--- config.mk ---
export PLATFORM = sky130hd
export DESIGN_NAME = fog_param_uart_rx
export DESIGN_NICKNAME = d
export VERILOG_FILES = /design/src/rtl/fog_param_uart_rx.sv
export SDC_FILE = /design/constraint.sdc
export NUM_CORES = 1
export LEC_CHECK = 0
export BUFFER_PORTS_ARGS = -buffer_cell sky130_fd_sc_hd__buf_2
export CORE_AREA = 2 2 207 209
export CTS_CLUSTER_SIZE = 40
export DETAILED_ROUTE_END_ITERATION = 8
export DIE_AREA = 0 0 209 211
export GPL_TIMING_DRIVEN = 0
export HOLD_SLACK_MARGIN = 0.1
export MAX_ROUTING_LAYER = met4
export PLACE_DENSITY_LB_ADDON = 0.05
export SYNTH_ARGS = -nofsm -noshare
export SYNTH_HDL_FRONTEND = slang
export SYNTH_SLANG_ARGS = --single-unit
--- constraint.sdc ---
create_clock -name pll_clk_cpu_int -period 2.16 [get_ports pll_clk_cpu_int]
set_input_delay 0.108 -clock pll_clk_cpu_int [delete_from_list [all_inputs] [get_ports pll_clk_cpu_int]]
set_output_delay 0.108 -clock pll_clk_cpu_int [all_outputs]
set_load 0.02 [all_outputs]
--- src/rtl/fog_param_uart_rx.sv ---
// UART command receiver and parameter register bank for the FOG core.
// Deserialises 8N1 bytes on rx_i and commits checksummed 8-byte frames into the closed-loop parameter set.
module fog_param_uart_rx #(
    parameter int CLKS_PER_BIT = 868,
    parameter int TIMEOUT_CLKS = 100000
) (
    input  logic        pll_clk_cpu_int,
    input  logic        RST_EXT_N,
    input  logic        rx_i,
    output logic [31:0] var_freq_cnt,
    output logic [31:0] var_amp_H,
    output logic [31:0] var_amp_L,
    output logic [31:0] var_wait_cnt,
    output logic [31:0] var_err_offset,
    output logic [31:0] var_avg_sel,
    output logic [31:0] var_gain_sel,
    output logic [31:0] var_fb_ON,
    output logic [31:0] var_const_step,
    output logic        var_polarity,
    output logic        param_upd,
    output logic        cmd_err,
    output logic        frm_err
);

    localparam int CW = $clog2(CLKS_PER_BIT + 1);
    localparam int TW = $clog2(TIMEOUT_CLKS + 1);
    localparam logic [CW-1:0] BIT_LAST  = CW'(CLKS_PER_BIT - 1);
    localparam logic [CW-1:0] HALF_LAST = CW'(CLKS_PER_BIT / 2 - 1);
    localparam logic [TW-1:0] TO_LAST   = TW'(TIMEOUT_CLKS - 1);

    typedef enum logic [1:0] {
        RX_IDLE  = 2'd0,
        RX_START = 2'd1,
        RX_DATA  = 2'd2,
        RX_STOP  = 2'd3
    } rx_state_e;

    typedef enum logic [2:0] {
        FR_HDR0 = 3'd0,
        FR_HDR1 = 3'd1,
        FR_ADDR = 3'd2,
        FR_DATA = 3'd3,
        FR_CHK  = 3'd4
    } fr_state_e;

    function automatic logic [7:0] chk_update(input logic [7:0] acc, input logic [7:0] b);
        return acc ^ b;
    endfunction

    logic            rx_meta_q, rx_sync_q, rx_prev_q;
    rx_state_e       rx_state_q, rx_state_d;
    logic [CW-1:0]   clk_cnt_q, clk_cnt_d;
    logic [2:0]      bit_cnt_q, bit_cnt_d;
    logic [7:0]      shift_q, shift_d;
    logic [7:0]      byte_q, byte_d;
    logic            byte_valid_q, byte_valid_d;
    logic            frm_err_q, frm_err_d;

    fr_state_e       fr_state_q, fr_state_d;
    logic [TW-1:0]   idle_cnt_q, idle_cnt_d;
    logic [7:0]      addr_q, addr_d;
    logic [31:0]     shadow_q, shadow_d;
    logic [7:0]      chk_q, chk_d;
    logic [1:0]      data_cnt_q, data_cnt_d;

    logic [31:0]     freq_cnt_q, freq_cnt_d, amp_h_q, amp_h_d, amp_l_q, amp_l_d;
    logic [31:0]     wait_cnt_q, wait_cnt_d, err_offset_q, err_offset_d;
    logic [31:0]     avg_sel_q, avg_sel_d, gain_sel_q, gain_sel_d;
    logic [31:0]     fb_on_q, fb_on_d, const_step_q, const_step_d;
    logic            polarity_q, polarity_d;
    logic            param_upd_q, param_upd_d, cmd_err_q, cmd_err_d;
    logic            commit_s;

    // RX synchroniser; the third flop keeps history for falling-edge detection
    always_ff @(posedge pll_clk_cpu_int or negedge RST_EXT_N) begin
        if (!RST_EXT_N) begin
            rx_meta_q <= 1'b1;
            rx_sync_q <= 1'b1;
            rx_prev_q <= 1'b1;
        end else begin
            rx_meta_q <= rx_i;
            rx_sync_q <= rx_meta_q;
            rx_prev_q <= rx_sync_q;
        end
    end

    // Byte FSM state register and datapath flops
    always_ff @(posedge pll_clk_cpu_int or negedge RST_EXT_N) begin
        if (!RST_EXT_N) begin
            rx_state_q   <= RX_IDLE;
            clk_cnt_q    <= '0;
            bit_cnt_q    <= 3'd0;
            shift_q      <= 8'h00;
            byte_q       <= 8'h00;
            byte_valid_q <= 1'b0;
            frm_err_q    <= 1'b0;
        end else begin
            rx_state_q   <= rx_state_d;
            clk_cnt_q    <= clk_cnt_d;
            bit_cnt_q    <= bit_cnt_d;
            shift_q      <= shift_d;
            byte_q       <= byte_d;
            byte_valid_q <= byte_valid_d;
            frm_err_q    <= frm_err_d;
        end
    end

    // Byte FSM next-state logic
    always_comb begin
        rx_state_d = rx_state_q;
        case (rx_state_q)
            RX_IDLE: begin
                if (rx_prev_q && !rx_sync_q) rx_state_d = RX_START;
                else                         rx_state_d = RX_IDLE;
            end
            RX_START: begin
                if (clk_cnt_q == HALF_LAST) rx_state_d = rx_sync_q ? RX_IDLE : RX_DATA;
                else                        rx_state_d = RX_START;
            end
            RX_DATA: begin
                if (clk_cnt_q == BIT_LAST && bit_cnt_q == 3'd7) rx_state_d = RX_STOP;
                else                                            rx_state_d = RX_DATA;
            end
            RX_STOP: begin
                if (clk_cnt_q == BIT_LAST) rx_state_d = RX_IDLE;
                else                       rx_state_d = RX_STOP;
            end
            default: rx_state_d = RX_IDLE;
        endcase
    end

    // Byte FSM outputs: bit timing, LSB-first shifting, byte/frame-error pulses
    always_comb begin
        clk_cnt_d    = clk_cnt_q + CW'(1);
        bit_cnt_d    = bit_cnt_q;
        shift_d      = shift_q;
        byte_d       = byte_q;
        byte_valid_d = 1'b0;
        frm_err_d    = 1'b0;
        case (rx_state_q)
            RX_IDLE: begin
                clk_cnt_d = '0;
                bit_cnt_d = 3'd0;
            end
            RX_START: begin
                if (clk_cnt_q == HALF_LAST) clk_cnt_d = '0;
                else                        clk_cnt_d = clk_cnt_q + CW'(1);
            end
            RX_DATA: begin
                if (clk_cnt_q == BIT_LAST) begin
                    clk_cnt_d = '0;
                    shift_d   = {rx_sync_q, shift_q[7:1]};
                    bit_cnt_d = bit_cnt_q + 3'd1;
                end else begin
                    clk_cnt_d = clk_cnt_q + CW'(1);
                end
            end
            RX_STOP: begin
                if (clk_cnt_q == BIT_LAST) begin
                    clk_cnt_d = '0;
                    if (rx_sync_q) begin
                        byte_valid_d = 1'b1;
                        byte_d       = shift_q;
                    end else begin
                        frm_err_d    = 1'b1;
                    end
                end else begin
                    clk_cnt_d = clk_cnt_q + CW'(1);
                end
            end
            default: clk_cnt_d = '0;
        endcase
    end

    // Frame FSM state register and frame datapath flops
    always_ff @(posedge pll_clk_cpu_int or negedge RST_EXT_N) begin
        if (!RST_EXT_N) begin
            fr_state_q <= FR_HDR0;
            idle_cnt_q <= '0;
            addr_q     <= 8'h00;
            shadow_q   <= 32'h0000_0000;
            chk_q      <= 8'h00;
            data_cnt_q <= 2'd0;
        end else begin
            fr_state_q <= fr_state_d;
            idle_cnt_q <= idle_cnt_d;
            addr_q     <= addr_d;
            shadow_q   <= shadow_d;
            chk_q      <= chk_d;
            data_cnt_q <= data_cnt_d;
        end
    end

    // Frame FSM next-state logic; a framing error or inter-byte timeout resyncs to HDR0
    always_comb begin
        fr_state_d = fr_state_q;
        if (frm_err_q) begin
            fr_state_d = FR_HDR0;
        end else if (byte_valid_q) begin
            case (fr_state_q)
                FR_HDR0: fr_state_d = (byte_q == 8'hAB) ? FR_HDR1 : FR_HDR0;
                FR_HDR1: begin
                    if (byte_q == 8'hBA)      fr_state_d = FR_ADDR;
                    else if (byte_q == 8'hAB) fr_state_d = FR_HDR1;
                    else                      fr_state_d = FR_HDR0;
                end
                FR_ADDR: fr_state_d = FR_DATA;
                FR_DATA: fr_state_d = (data_cnt_q == 2'd3) ? FR_CHK : FR_DATA;
                FR_CHK:  fr_state_d = FR_HDR0;
                default: fr_state_d = FR_HDR0;
            endcase
        end else if (fr_state_q != FR_HDR0 && idle_cnt_q == TO_LAST) begin
            fr_state_d = FR_HDR0;
        end else begin
            fr_state_d = fr_state_q;
        end
    end

    // Frame FSM outputs: address latch, big-endian data shadow, running checksum, idle timer
    always_comb begin
        addr_d     = addr_q;
        shadow_d   = shadow_q;
        chk_d      = chk_q;
        data_cnt_d = data_cnt_q;
        if (fr_state_q == FR_HDR0 || byte_valid_q) idle_cnt_d = '0;
        else                                       idle_cnt_d = idle_cnt_q + TW'(1);
        if (byte_valid_q) begin
            case (fr_state_q)
                FR_ADDR: begin
                    addr_d     = byte_q;
                    chk_d      = byte_q;
                    data_cnt_d = 2'd0;
                end
                FR_DATA: begin
                    shadow_d   = {shadow_q[23:0], byte_q};
                    chk_d      = chk_update(chk_q, byte_q);
                    data_cnt_d = data_cnt_q + 2'd1;
                end
                default: data_cnt_d = data_cnt_q;
            endcase
        end else begin
            data_cnt_d = data_cnt_q;
        end
    end

    assign commit_s = byte_valid_q && (fr_state_q == FR_CHK);

    // Register bank write decode; bad checksum or unmapped address flags cmd_err instead
    always_comb begin
        freq_cnt_d   = freq_cnt_q;
        amp_h_d      = amp_h_q;
        amp_l_d      = amp_l_q;
        polarity_d   = polarity_q;
        wait_cnt_d   = wait_cnt_q;
        err_offset_d = err_offset_q;
        avg_sel_d    = avg_sel_q;
        gain_sel_d   = gain_sel_q;
        fb_on_d      = fb_on_q;
        const_step_d = const_step_q;
        param_upd_d  = 1'b0;
        cmd_err_d    = 1'b0;
        if (commit_s) begin
            if (byte_q == chk_q) begin
                param_upd_d = 1'b1;
                case (addr_q)
                    8'h01:   freq_cnt_d   = shadow_q;
                    8'h02:   amp_h_d      = shadow_q;
                    8'h03:   amp_l_d      = shadow_q;
                    8'h04:   polarity_d   = shadow_q[0];
                    8'h05:   wait_cnt_d   = shadow_q;
                    8'h06:   err_offset_d = shadow_q;
                    8'h07:   avg_sel_d    = shadow_q;
                    8'h08:   gain_sel_d   = shadow_q;
                    8'h09:   fb_on_d      = shadow_q;
                    8'h0A:   const_step_d = shadow_q;
                    default: begin
                        param_upd_d = 1'b0;
                        cmd_err_d   = 1'b1;
                    end
                endcase
            end else begin
                cmd_err_d = 1'b1;
            end
        end else begin
            cmd_err_d = 1'b0;
        end
    end

    // Parameter registers and commit pulses
    always_ff @(posedge pll_clk_cpu_int or negedge RST_EXT_N) begin
        if (!RST_EXT_N) begin
            freq_cnt_q   <= 32'd1000;
            amp_h_q      <= 32'd5000;
            amp_l_q      <= 32'd5000;
            polarity_q   <= 1'b0;
            wait_cnt_q   <= 32'd50;
            err_offset_q <= 32'd0;
            avg_sel_q    <= 32'd10;
            gain_sel_q   <= 32'd5;
            fb_on_q      <= 32'd1;
            const_step_q <= 32'd100;
            param_upd_q  <= 1'b0;
            cmd_err_q    <= 1'b0;
        end else begin
            freq_cnt_q   <= freq_cnt_d;
            amp_h_q      <= amp_h_d;
            amp_l_q      <= amp_l_d;
            polarity_q   <= polarity_d;
            wait_cnt_q   <= wait_cnt_d;
            err_offset_q <= err_offset_d;
            avg_sel_q    <= avg_sel_d;
            gain_sel_q   <= gain_sel_d;
            fb_on_q      <= fb_on_d;
            const_step_q <= const_step_d;
            param_upd_q  <= param_upd_d;
            cmd_err_q    <= cmd_err_d;
        end
    end

    assign var_freq_cnt   = freq_cnt_q;
    assign var_amp_H      = amp_h_q;
    assign var_amp_L      = amp_l_q;
    assign var_polarity   = polarity_q;
    assign var_wait_cnt   = wait_cnt_q;
    assign var_err_offset = err_offset_q;
    assign var_avg_sel    = avg_sel_q;
    assign var_gain_sel   = gain_sel_q;
    assign var_fb_ON      = fb_on_q;
    assign var_const_step = const_step_q;
    assign param_upd      = param_upd_q;
    assign cmd_err        = cmd_err_q;
    assign frm_err        = frm_err_q;

endmodule

## Word-level counts from Yosys, hierarchy flattened

Index checks and enable logic that the tools add are counted.

| word-level totals | value |
|---|---|
| bits in registers | 397 |
| output and inout port bits | 292 |
| bits of input ports | 3 |

| operators by class | value |
|---|---|
| reductions and logical operators | 30 |
| add/sub/neg operators | 4 |
| muxes and demuxes | 33 |
| equal/unequal tests | 26 |
| bitwise operators | 1 |

Operator list:

| cell | number |
|---|---|
| AND reduction 3 bit | 11 |
| == test 8 x 3 -> 1 bit, second input constant | 4 |
| case mux 10 bit (3 select lines) | 1 |
| == test 8 x 4 -> 1 bit, second input constant | 3 |
| two-way mux 10 bit | 2 |
| adder 17 x 1 -> 17 bit, second input constant | 1 |
| == test 17 bit, second input constant | 1 |
| two-way mux 17 bit | 1 |
| == test 8 x 2 -> 1 bit, second input constant | 2 |
| == test 8 bit, second input constant | 2 |
| case mux 8 bit (2 select lines) | 1 |
| two-way mux 1 bit | 15 |
| two-way mux 3 bit | 5 |
| case mux 3 bit (4 select lines) | 1 |
| adder 10 x 1 -> 10 bit, second input constant | 1 |
| == test 10 bit, second input constant | 1 |
| == test 10 x 9 -> 1 bit, second input constant | 1 |
| AND reduction 2 bit | 5 |
| OR reduction 10 bit | 1 |
| == test 8 x 1 -> 1 bit, second input constant | 1 |
| == test 8 bit | 1 |
| two-way mux 2 bit | 4 |
| case mux 2 bit (4 select lines) | 1 |
| bitwise XOR 8 bit | 1 |
| other kinds (18) | 27 |

## Logic depth before layout (Yosys ltp)

| depth | value |
|---|---|
| depth after elaboration | 6 |
| mapped depth | 7 |

## Least setup slack after synthesis

OpenSTA, ideal clock, no wires.

| timing path | value |
|---|---|
| kind | reg-to-reg |
| start point | register addr_q[5] |
| end point | register amp_h_q[10] (netlist: var_amp_H[10]) |
| path slack | 0.047 ns |
| arrival | 1.988 ns |
| data required time | 2.035 ns |
| library setup time | 0.125 ns |
| clock period less this slack | 2.113 ns |
| stages on the path, launching flop included | 7 |
| cell sequence | dfrtp_1 -> or4_4 -> nor2_8 -> and4_4 -> buf_8 -> buf_12 -> mux2_4 |

| on the way | value |
|---|---|
| cells in the longest elaborated chain, start to end | 2 |

Ends and longest elaborated chain:

| element | RTL line | RTL |
|---|---|---|
| start, declared | 61 | `logic [7:0] addr_q, addr_d;` |
| start signal, assigned | 187 | `addr_q <= addr_d;` |
| == test 8 x 2 -> 1 bit | 265 | `case (addr_q)` |
| AND reduction 3 bit (no source line) | - |  |
| end signal, assigned | 306 | `amp_h_q <= amp_h_d;` |
| end, declared | 66 | `logic [31:0] freq_cnt_q, freq_cnt_d, amp_h_q, amp_h_d, amp_l_q, amp_l_d;` |

No other way between the ends.
A chain may end at the register's enable or synchronous reset.

## Final worst setup path

| timing path | value |
|---|---|
| start point | register addr_q[6] |
| end point | register gain_sel_q[18] (netlist: var_gain_sel[18]) |

| on the way | value |
|---|---|
| cells in the longest elaborated chain, start to end | 2 |

Ends and longest elaborated chain:

| element | RTL line | RTL |
|---|---|---|
| == test 8 x 4 -> 1 bit | 265 |  |
| AND reduction 3 bit (no source line) | - |  |
| end signal, assigned | 312 | `gain_sel_q <= gain_sel_d;` |
| end, declared | 68 | `logic [31:0] avg_sel_q, avg_sel_d, gain_sel_q, gain_sel_d;` |

No other way between the ends.

==> impl_results.md <==
- Status: complete, but fails checks
- Failing checks: negative setup slack
- Pwr Density: ~730 mW/mm^2
- Share of layout cells above drive strength 1: between 50% and 60%
- Seq/Total Area, Yosys: 59.96%
- Netlist cell types: 63
- Fmax: approximately 450 MHz
- Critical Path AT: 2670 ps
- Syn Inst Count: 1059
- CP startpoint kind: flop
- Core area: approximately 0.042 mm^2
- Final worst slack: -65.37 ps
- Clock transition at path regs: approximately 60 ps
- Main combinational cell family by area after synthesis: multiplexers
- Ys async rst share: 100.0%
- CTS tree: yes
- Combinational Power Share: under 10%
- Clock root buffer: clkbuf_16
- Leak: 11.71 nW
- Worst skew pair latency: about 580 ps
- Starting Density: about two fifths
- Buf/Inv on CP: 3
- Min-delay worst type: input pin to asynchronous set/reset pin
- CP Depth: 7
- Setup crit end kind: flop
- Mapped Avg Cell Area: about 16 um^2
- Vias: between 10000 and 15000
- Worst path slowest cell: or4_4
- Final critical-path required period: around 2200 ps
- Compound-Gate Fraction of Synth Area: under 10%
- Top cell type's share of synthesized area: 55.22%
- Sequential Power Share: 47.4%
- Hpwl dp: between 20000 and 30000 um
- Ys flop type: dfrtp_1
- Cell mode on critical path: buf_12
- Most common cell after layout, fill and taps aside: dfrtp_1
- Pint: around 13 mW
- Number of flops mapped to enable cells by yosys: 0
- Vias/cell: between 4 and 5
- Max clock buf depth: 3
- Inserted Diodes: 0
- Net Sw Frac: 21.47%
- Pins Over Slew Limit: 0
- Final net count: 1475
- Cell taking the most area after synthesis: dfrtp_1
- CP cell instances: or4_4 -> nor2_8 -> buf_12 -> and4_4 -> buf_12 -> clkbuf_16 -> mux2_4
- First-pass GRT wire length: 65030 um
- Worst slew margin: roughly 42%
- Syn_nets: between 1000 and 1500
- Pin count of the biggest net entering global routing: between 100 and 150
- Critical path peak fanout: 8
- Num rows: 75
- Num CTS Buffers: 45
- Clock Power Share: around half
- Worst Clk Skew: between 20 and 30 ps
- Synth warnings: 0
- Final-report hold violation count: 0
- Gpl congestion: approximately 0.79
- Yosys reg bits: around 400
- 1st-iter DRT viols: roughly 420
- DIE WIDTH: 209 um
- Fin Setup TNS: -1780 ps
- RSZ-0062 raised after global routing: true
- Port bufs: 294
- Area delta synth->final: 31.29%
- Final wirelength: between 40000 and 50000 um
- Commonest cells after routing, fill and taps aside: dfrtp_1, buf_2, mux2_2
- Die footprint: ~0.044 mm^2
- Total power: between 15 and 20 mW
- Max incr delay on CP: 590 ps
- Worst reg2reg setup slack: -70 ps
- CTS sink count: approximately 400
- Gr ovfl total: 0
- H-tree Lvls: 2
- Switching pwr: approximately 3.4 mW
- Post-synthesis adder-cell area fraction: less than 1%
- Crit path max-delay family: simple AND/OR/NAND/NOR gates
- GRT Total Usage: about a fifth
- Setup-failing EPs final: 66
- Fraction of the mapped netlist area in simple logic gates: slightly above 6%
- I/O pin total: ~300
- Initial antenna violation count: 0
- Period utilization: 103.0%
- Setup Crit Path Kind: flop to flop
- Worst-Margin Slew: just under 900 ps
- Die H: 211 um
- Mux cell area share after synthesis: ~25%
- DRC violations left: 0
- Number of detailed-route iterations in the first pass: 4
- Main area contributors after synthesis: dfrtp_1, mux2_2, mux2_4
- Worst Path Required: roughly 2600 ps
- Max-Cap Viols: 0
- Vias in the first global route: between 10000 and 15000
- Synthesized area: approximately 0.017 mm^2
- Worst Reg-to-Reg Cells: 7
- Max VDD drop: around 0.00054 V
- Remaining antenna violation count: 0
- XOR/XNOR share of the synthesized area: 1.422%
- Routed len/inst: 21.50 um
[layout make-up]
cell class	instances	area, um^2
flip-flops and latches	397	9978
plain buffers	76	1074
inverters	6	22.52
clock buffers	65	1343
fillers	3601	19920
well taps	539	674.4
repair buffers	363	2567
multi-input cells	577	5952
clock inverters	17	224.0
[through the flow]
stage | setup slack [ps] | util (%) | std cells | cell area (um^2) | hold WS, ps
after floorplan | 47.34 | - | 1059 | 16630 | -187.6
after global placement | -7248 | 44.96 | 1892 | 18780 | 217.1
after detailed placement | -362.6 | 45.19 | 1895 | 18870 | 203.4
after CTS | -104.1 | 50.88 | 2019 | 21250 | 170.4
after global routing | -121.7 | 52.29 | 2040 | 21830 | 195.8
final | -65.37 | 52.29 | 2040 | 21830 | 152.9
[cell usage after synthesis, drive strengths merged (4+ instances only)]
library cell,n
a21oi,15
and3,7
and4,4
buf,37
bufbuf,8
clkbuf,12
clkdlybuf4s25,7
dfrtp,367
dfstp,30
dlygate4sd3,15
ha,6
inv,6
mux2,345
nand2,23
nand2b,6
nand3,14
nand4,15
nor2,41
nor3,12
nor4,9
o21ai,10
o22ai,6
or3,5
xnor2,13
xor2,14
[metal layers]
metal,GRT usage (%),vias to the layer above,part of all wire [%]
met3,4.059,67,4.4
met1,27.28,5184,46
met2,30.54,205,47
li1,-,4582,-
met4,4.852,0,1.8
met5,-,-,0
[logic make-up after synthesis]
group / after synthesis
flip-flops: 397
AND/OR/NAND/NOR: 156
adder cells (fa/ha/maj): 6
multiplexers: 345
XOR/XNOR: 27
buffers and inverters: 85
AO/OA/AOI/OAI: 43
[timing repair]
item                                   CTS  global route
endpoints found under the hold margin   99             0
setup endpoints to repair              308           256
cloned                                   6            12
hold buffers                             2             0
resized for setup                       91            52
pin swaps                               12             9
buffers inserted                        36            10
[worst paths after layout]
path / start / end
max: addr_q[6] / var_gain_sel[18]
min: RST_EXT_N / var_amp_H[28]
max reg2reg: addr_q[6] / var_gain_sel[18]
min reg2reg: rx_meta_q / rx_sync_q
max in group asynchronous: RST_EXT_N / byte_q[5]
min in group pll_clk_cpu_int: rx_i / rx_meta_q
[power groups by stage]
stage          combinational [mW]  clock, mW  sequential [mW]
2_1_floorplan               0.132          0             7.67
3_3_place_gp                0.313          0             7.68
3_5_place_dp                0.337          0             7.68
4_1_cts                     0.341       8.25             7.55
5_1_grt                     0.398       8.56             7.55
6_report                    0.338       8.04             7.55
Note: power is estimated with default switching activity, not from simulation.
